**src/rtl/tcdm_init_master.sv**
```systemverilog
// Memory fill/check engine for a TCDM port: writes pattern^index to num_words
// consecutive words, then (with readback) reads them back and counts mismatches.
// Latency: one request per cycle while granted; done_o pulses one cycle after
// the last write grant (no readback) or two cycles after the last read grant.
// Backpressure: request outputs hold steady until tcdm_gnt_i; index only moves
// on a grant.
//
// Ports:
//   clk_i, rst_i               clock, synchronous active-high reset
//   start_i                    start a run (honoured only when idle)
//   base_addr_i, num_words_i,  run configuration, sampled on the start cycle
//   pattern_i
//   busy_o, done_o             run in progress / one-cycle end-of-run pulse
//   err_cnt_o                  saturating readback mismatch count
//   first_err_addr_o           address of the first mismatch of the run
//   tcdm_*_o / tcdm_*_i        TCDM request (req/add/wen/data/be/id, gnt)
//                              and response (r_data, r_id - id is ignored)
//
// Build option: define TCDM_INIT_READBACK_EN to compile in the readback check.
// Without it the run ends after the last write and the error outputs are 0.

module tcdm_init_master #(
  parameter int unsigned AddrWidth = 32,
  parameter int unsigned DataWidth = 32,
  parameter int unsigned IdWidth   = 1,
  parameter int unsigned CntWidth  = 16
) (
  input  logic                   clk_i,
  input  logic                   rst_i,
  input  logic                   start_i,
  input  logic [AddrWidth-1:0]   base_addr_i,
  input  logic [CntWidth-1:0]    num_words_i,
  input  logic [DataWidth-1:0]   pattern_i,
  output logic                   busy_o,
  output logic                   done_o,
  output logic [CntWidth-1:0]    err_cnt_o,
  output logic [AddrWidth-1:0]   first_err_addr_o,
  output logic                   tcdm_req_o,
  output logic [AddrWidth-1:0]   tcdm_add_o,
  output logic                   tcdm_wen_o,
  output logic [DataWidth-1:0]   tcdm_data_o,
  output logic [DataWidth/8-1:0] tcdm_be_o,
  output logic [IdWidth-1:0]     tcdm_id_o,
  input  logic                   tcdm_gnt_i,
  input  logic [DataWidth-1:0]   tcdm_r_data_i,
  input  logic [IdWidth-1:0]     tcdm_r_id_i
);

  typedef enum logic [2:0] {
    IDLE  = 3'd0,
    WRITE = 3'd1,
    READ  = 3'd2,
    DRAIN = 3'd3,
    DONE  = 3'd4
  } state_e;

  state_e               state_q, state_d;
  logic [CntWidth-1:0]  idx_q, idx_d;
  logic [AddrWidth-1:0] base_q;
  logic [CntWidth-1:0]  num_q;
  logic [DataWidth-1:0] pat_q;

  logic                 start_run;
  logic                 last_word;
  logic [AddrWidth-1:0] cur_addr;
  logic [DataWidth-1:0] cur_data;

  assign start_run = (state_q == IDLE) && start_i;
  assign last_word = (idx_q == (num_q - CntWidth'(1)));
  // Word addressing: byte address advances by 4 per index, wrapping naturally.
  assign cur_addr  = base_q + (AddrWidth'(idx_q) << 2);
  assign cur_data  = pat_q ^ DataWidth'(idx_q);

  always_comb begin
    state_d     = state_q;
    idx_d       = idx_q;
    tcdm_req_o  = 1'b0;
    tcdm_wen_o  = 1'b1;
    tcdm_add_o  = '0;
    tcdm_data_o = '0;
    tcdm_be_o   = '0;
    tcdm_id_o   = '0;
    busy_o      = 1'b0;
    done_o      = 1'b0;
    case (state_q)
      IDLE: begin
        if (start_i) begin
          idx_d   = '0;
          state_d = (num_words_i == '0) ? DONE : WRITE;
        end
      end
      WRITE: begin
        tcdm_req_o  = 1'b1;
        tcdm_wen_o  = 1'b0;
        tcdm_add_o  = cur_addr;
        tcdm_data_o = cur_data;
        tcdm_be_o   = '1;
        busy_o      = 1'b1;
        if (tcdm_gnt_i) begin
          idx_d = idx_q + CntWidth'(1);
          if (last_word) begin
            idx_d = '0;
`ifdef TCDM_INIT_READBACK_EN
            state_d = READ;
`else
            state_d = DONE;
`endif
          end
        end
      end
`ifdef TCDM_INIT_READBACK_EN
      READ: begin
        tcdm_req_o = 1'b1;
        tcdm_add_o = cur_addr;
        tcdm_be_o  = '1;
        busy_o     = 1'b1;
        if (tcdm_gnt_i) begin
          idx_d = idx_q + CntWidth'(1);
          if (last_word) begin
            idx_d   = '0;
            state_d = DRAIN;
          end
        end
      end
      DRAIN: begin
        // Last read response is compared this cycle by the pending register.
        busy_o  = 1'b1;
        state_d = DONE;
      end
`endif
      DONE: begin
        done_o  = 1'b1;
        state_d = IDLE;
      end
      default: state_d = IDLE;
    endcase
  end

  always_ff @(posedge clk_i) begin
    if (rst_i) begin
      state_q <= IDLE;
      idx_q   <= '0;
      base_q  <= '0;
      num_q   <= '0;
      pat_q   <= '0;
    end else begin
      state_q <= state_d;
      idx_q   <= idx_d;
      if (start_run) begin
        base_q <= base_addr_i;
        num_q  <= num_words_i;
        pat_q  <= pattern_i;
      end
    end
  end

`ifdef TCDM_INIT_READBACK_EN
  // One-entry pending slot: a read granted this cycle is checked next cycle,
  // and may be overwritten by the following grant in that same cycle.
  logic                 pend_vld_q;
  logic [DataWidth-1:0] pend_exp_q;
  logic [AddrWidth-1:0] pend_addr_q;
  logic [CntWidth-1:0]  err_cnt_q;
  logic [AddrWidth-1:0] first_err_q;
  logic                 rd_gnt;
  logic                 mismatch;
  logic                 unused_ok;

  assign rd_gnt    = (state_q == READ) && tcdm_gnt_i;
  assign mismatch  = pend_vld_q && (tcdm_r_data_i != pend_exp_q);
  assign unused_ok = ^tcdm_r_id_i;

  always_ff @(posedge clk_i) begin
    if (rst_i) begin
      pend_vld_q  <= 1'b0;
      pend_exp_q  <= '0;
      pend_addr_q <= '0;
      err_cnt_q   <= '0;
      first_err_q <= '0;
    end else begin
      pend_vld_q <= rd_gnt;
      if (rd_gnt) begin
        pend_exp_q  <= cur_data;
        pend_addr_q <= cur_addr;
      end
      if (start_run) begin
        err_cnt_q   <= '0;
        first_err_q <= '0;
      end else if (mismatch) begin
        if (err_cnt_q != '1) err_cnt_q <= err_cnt_q + CntWidth'(1);
        // The counter saturates and never returns to zero within a run,
        // so zero identifies the first mismatch.
        if (err_cnt_q == '0) first_err_q <= pend_addr_q;
      end
    end
  end

  assign err_cnt_o        = err_cnt_q;
  assign first_err_addr_o = first_err_q;
`else
  logic unused_ok;
  assign unused_ok        = ^{tcdm_r_data_i, tcdm_r_id_i};
  assign err_cnt_o        = '0;
  assign first_err_addr_o = '0;
`endif

endmodule

```
**config.mk**
```make
export PLATFORM = sky130hd
export DESIGN_NAME = tcdm_init_master
export DESIGN_NICKNAME = d
export VERILOG_FILES = /design/src/rtl/tcdm_init_master.sv
export SDC_FILE = /design/constraint.sdc
export NUM_CORES = 1
export LEC_CHECK = 0
export CORE_MARGIN = 10
export CORE_UTILIZATION = 45
export CTS_CLUSTER_DIAMETER = 40
export DETAILED_ROUTE_END_ITERATION = 8
export PLACE_DENSITY = 0.85
export SYNTH_ARGS = -nofsm -noshare
export SYNTH_HDL_FRONTEND = slang
export SYNTH_SLANG_ARGS = --single-unit
```
**constraint.sdc**
```tcl
create_clock -name clk_i -period 4.92 [get_ports clk_i]
set_input_delay 0.984 -clock clk_i [delete_from_list [all_inputs] [get_ports clk_i]]
set_output_delay 0.984 -clock clk_i [all_outputs]
set_load 0.02 [all_outputs]
```
==> impl_metrics.toml <==
[status]
outcome = "finished clean"

[cells_and_area]
drive_above_1_share = 0.0564
multi_input_area_um2 = 3860
seq_area_um2 = 1960
nFillCells = 1302
final_nets = 1089
utilization = 0.576
final_cell_mix = "nand2_1, clkdlybuf4s50_1, a21oi_1"
final_common_cell = "nand2_1"
area_growth_syn_to_layout_pct = 26.4
diodes = 0

[hold_path]
hp-start = "base_q[0]$_SDFFE_PP0P_"
min_path_type = "reg -> reg"
hold_depth = 2
hold_end = "base_q[0]$_SDFFE_PP0P_"

[detailed_routing]
postRouteAntennaNets = 0
wl_mm = 17.9
dr.first_iter.drc_count = 381
routed.top_layer = "met4"
wl_met1_mm = 7.54
firstDrtPassIters = 5
vias = 5872
wl_met2_mm = 8.98
drc = 0
wl_met3_mm = 1.08
wire_per_inst_um = 15.7
viasPerCell = 5.16

[timing]
tns_ps = 0
period_minus_slack_ps = 4630
setup_viol = 0
fin_crit_sh = 0.942
finClkSkew_ps = 5.15
slew_violations = 0
worst_pin_slew_ps = 959
rsz0062_at_grt = "no"
fmax_mhz = 216
relSlewSlack = 0.359
hold_viol = 0

[critical_path]
cp_slowest_stage_delay_ps = 640
end_kind = "output port"
ff2ff_path_depth = 9
path_delay_family = "compound AO/OA/AOI/OAI gates"
cp_slowest_cell = "clkdlybuf4s50_1"
crit_fanout = 7
cp_cell_sequence = "ha_1 -> fa_1 -> a21oi_1 -> nor2_1 -> o311a_1 -> o211ai_1 -> a21boi_0 -> xnor2_1 -> nor2_1 -> clkdlybuf4s50_1"
required_ps = 3940
r2r_slack_ps = 2130
path_class = "reg -> out"
crit_buf_inv = 1
worstSetupStartpointType = "flip-flop"
reg2reg_to = "idx_q[15]$_SDFFE_PP0P_"
r2r_start = "num_q[0]$_SDFFE_PP0P_"
cp.arrival_ps = 3650
crit_path_frequent_cell = "nor2_1"

[cts]
cts.sinks = 98
hold_buffers = 0
cts_buffers = 9
clk_pin_slew_worst_paths_ps = 70
postCtsSetupRepairBufs = 0
h-tree-depth = 3
cts_resized = 0
clkLatencyLatePin_ps = 360
cts.root.buffer_cell = "clkbuf_16"
cts_max_path_buffers = 2
cts_tree = "done"

[yosys]
netlist_area_um2 = 6300
synth_edf_count = 0
synthArstFlopShare = 0
synth.avg_cell_area_um2 = 7.54
yosysWarnings = 0
synth_seq_cells = 98
ys_types = 60
ys.flop_type = "dfxtp_1"
ys_seq_area_frac = 0.311
synthCells = 836

[floorplan]
coreArea_um2 = 13800
fp-row-count = 43
start_util = 0.456
die_height_um = 138
io_pins = 238
dieArea_um2 = 19100
fp.dieW_um = 138

[power_and_ir_drop]
ir_drop_uv = 174
power_mw = 1.97
power_density_nw_per_um2 = 248
p_leak_nw = 3.01

[run]
maxCapViolations = 0

[grt]
grt_pass1_vias = 5473
grt_antenna_before_repair = 0
grt_overflow = 0
gr-usage-all-layers = 0.180
grt_pass1_wl_mm = 28.7
grt_start_max_net_pins = 51

[place]
portBuffers = 155
hpwl_mm = 13.4
place.gp.congestion = 0.864
==> routing by layer <==
| layer | vias to the layer above | global-route usage |
|---|---|---|
| met3 | 21 | 0.0438 |
| met5 | - | 0 |
| li1 | 2939 | - |
| met1 | 2737 | 0.209 |
| met2 | 175 | 0.313 |
| met4 | 0 | 0.0622 |
==> worst register-to-register path: stages (launching register included) <==
cell	delay [ps]
dfxtp_1	410
inv_1	100
ha_1	230
nor3b_2	470
a21oi_1	140
a2111oi_1	360
nand4_1	160
nand4b_4	260
nor2_4	400
nor3_1	110
==> cells by family (layout without fill, tap and decap cells) <==
kind of cell / Yosys count / count (layout) / share of synthesized area
adder cells (fa/ha/maj): 19 / 19 / 0.0389
multiplexers: 7 / 7 / 0.0111
buffers and inverters: 115 / 189 / 0.107
AO/OA/AOI/OAI: 159 / 159 / 0.149
XOR/XNOR: 66 / 66 / 0.0917
AND/OR/NAND/NOR: 371 / 371 / 0.291
other: 1 / 49 / 0.000595
flip-flops: 98 / 98 / 0.311
==> report_power, final <==
group / total [mW] / internal (mW) / switching (mW) / leakage [nW]
logic: 0.436 / 0.191 / 0.244 / 2.07
clock network: 0.661 / 0.355 / 0.306 / 0.133
registers: 0.877 / 0.835 / 0.0417 / 0.802
==> flip-flops by register name (all words and copies together), names as in the netlist <==
signal / cells
state_q: 2
num_q: 16
idx_q: 16
pat_q: 32
base_q: 32
==> final cells by class <==
class                   instances  area share
well taps                     180      0.0283
clock buffers                  13      0.0314
clock inverters                 3     0.00188
multi-input cells             671       0.484
inverters                      10     0.00471
repair buffers                163       0.203
flip-flops and latches         98       0.246
==> worst max path at each step <==
stage	start	to	slack [ps]	cells past startpoint
floorplan	idx_q[0]$_SDFFE_PP0P_	tcdm_add_o[26]	1370	9
global placement	idx_q[2]$_SDFFE_PP0P_	tcdm_add_o[25]	580	9
detailed placement	idx_q[2]$_SDFFE_PP0P_	tcdm_add_o[25]	570	9
CTS	idx_q[2]$_SDFFE_PP0P_	tcdm_add_o[25]	180	9
global route	idx_q[0]$_SDFFE_PP0P_	tcdm_add_o[26]	70	10
finish	idx_q[0]$_SDFFE_PP0P_	tcdm_add_o[26]	290	10
==> cell usage after synthesis, types with 13 or more instances <==
cell      count  area, um2
nand2b_1     15       93.8
a21oi_1     106        531
o21ai_0      14       70.1
xor2_1       19        166
ha_1         18        225
xnor2_1      47        412
and2_1       24        150
dfxtp_1      98       1960
nand2_1     189        709
nor2_1       52        195
nand4_1      13       81.3
clkbuf_1     42        158
buf_4        54        405
==> per-stage QoR <==
stage	std cells	worst slack, ps	area [um2]	hold WS [ps]
3_5_place_dp	1122	574	7700	442
6_report	1138	287	7970	449
5_1_grt	1138	68.3	7970	466
2_1_floorplan	884	1370	6480	432
3_3_place_gp	1122	585	7700	437
4_1_cts	1138	184	7960	451
(Power assumes the default switching activity.)
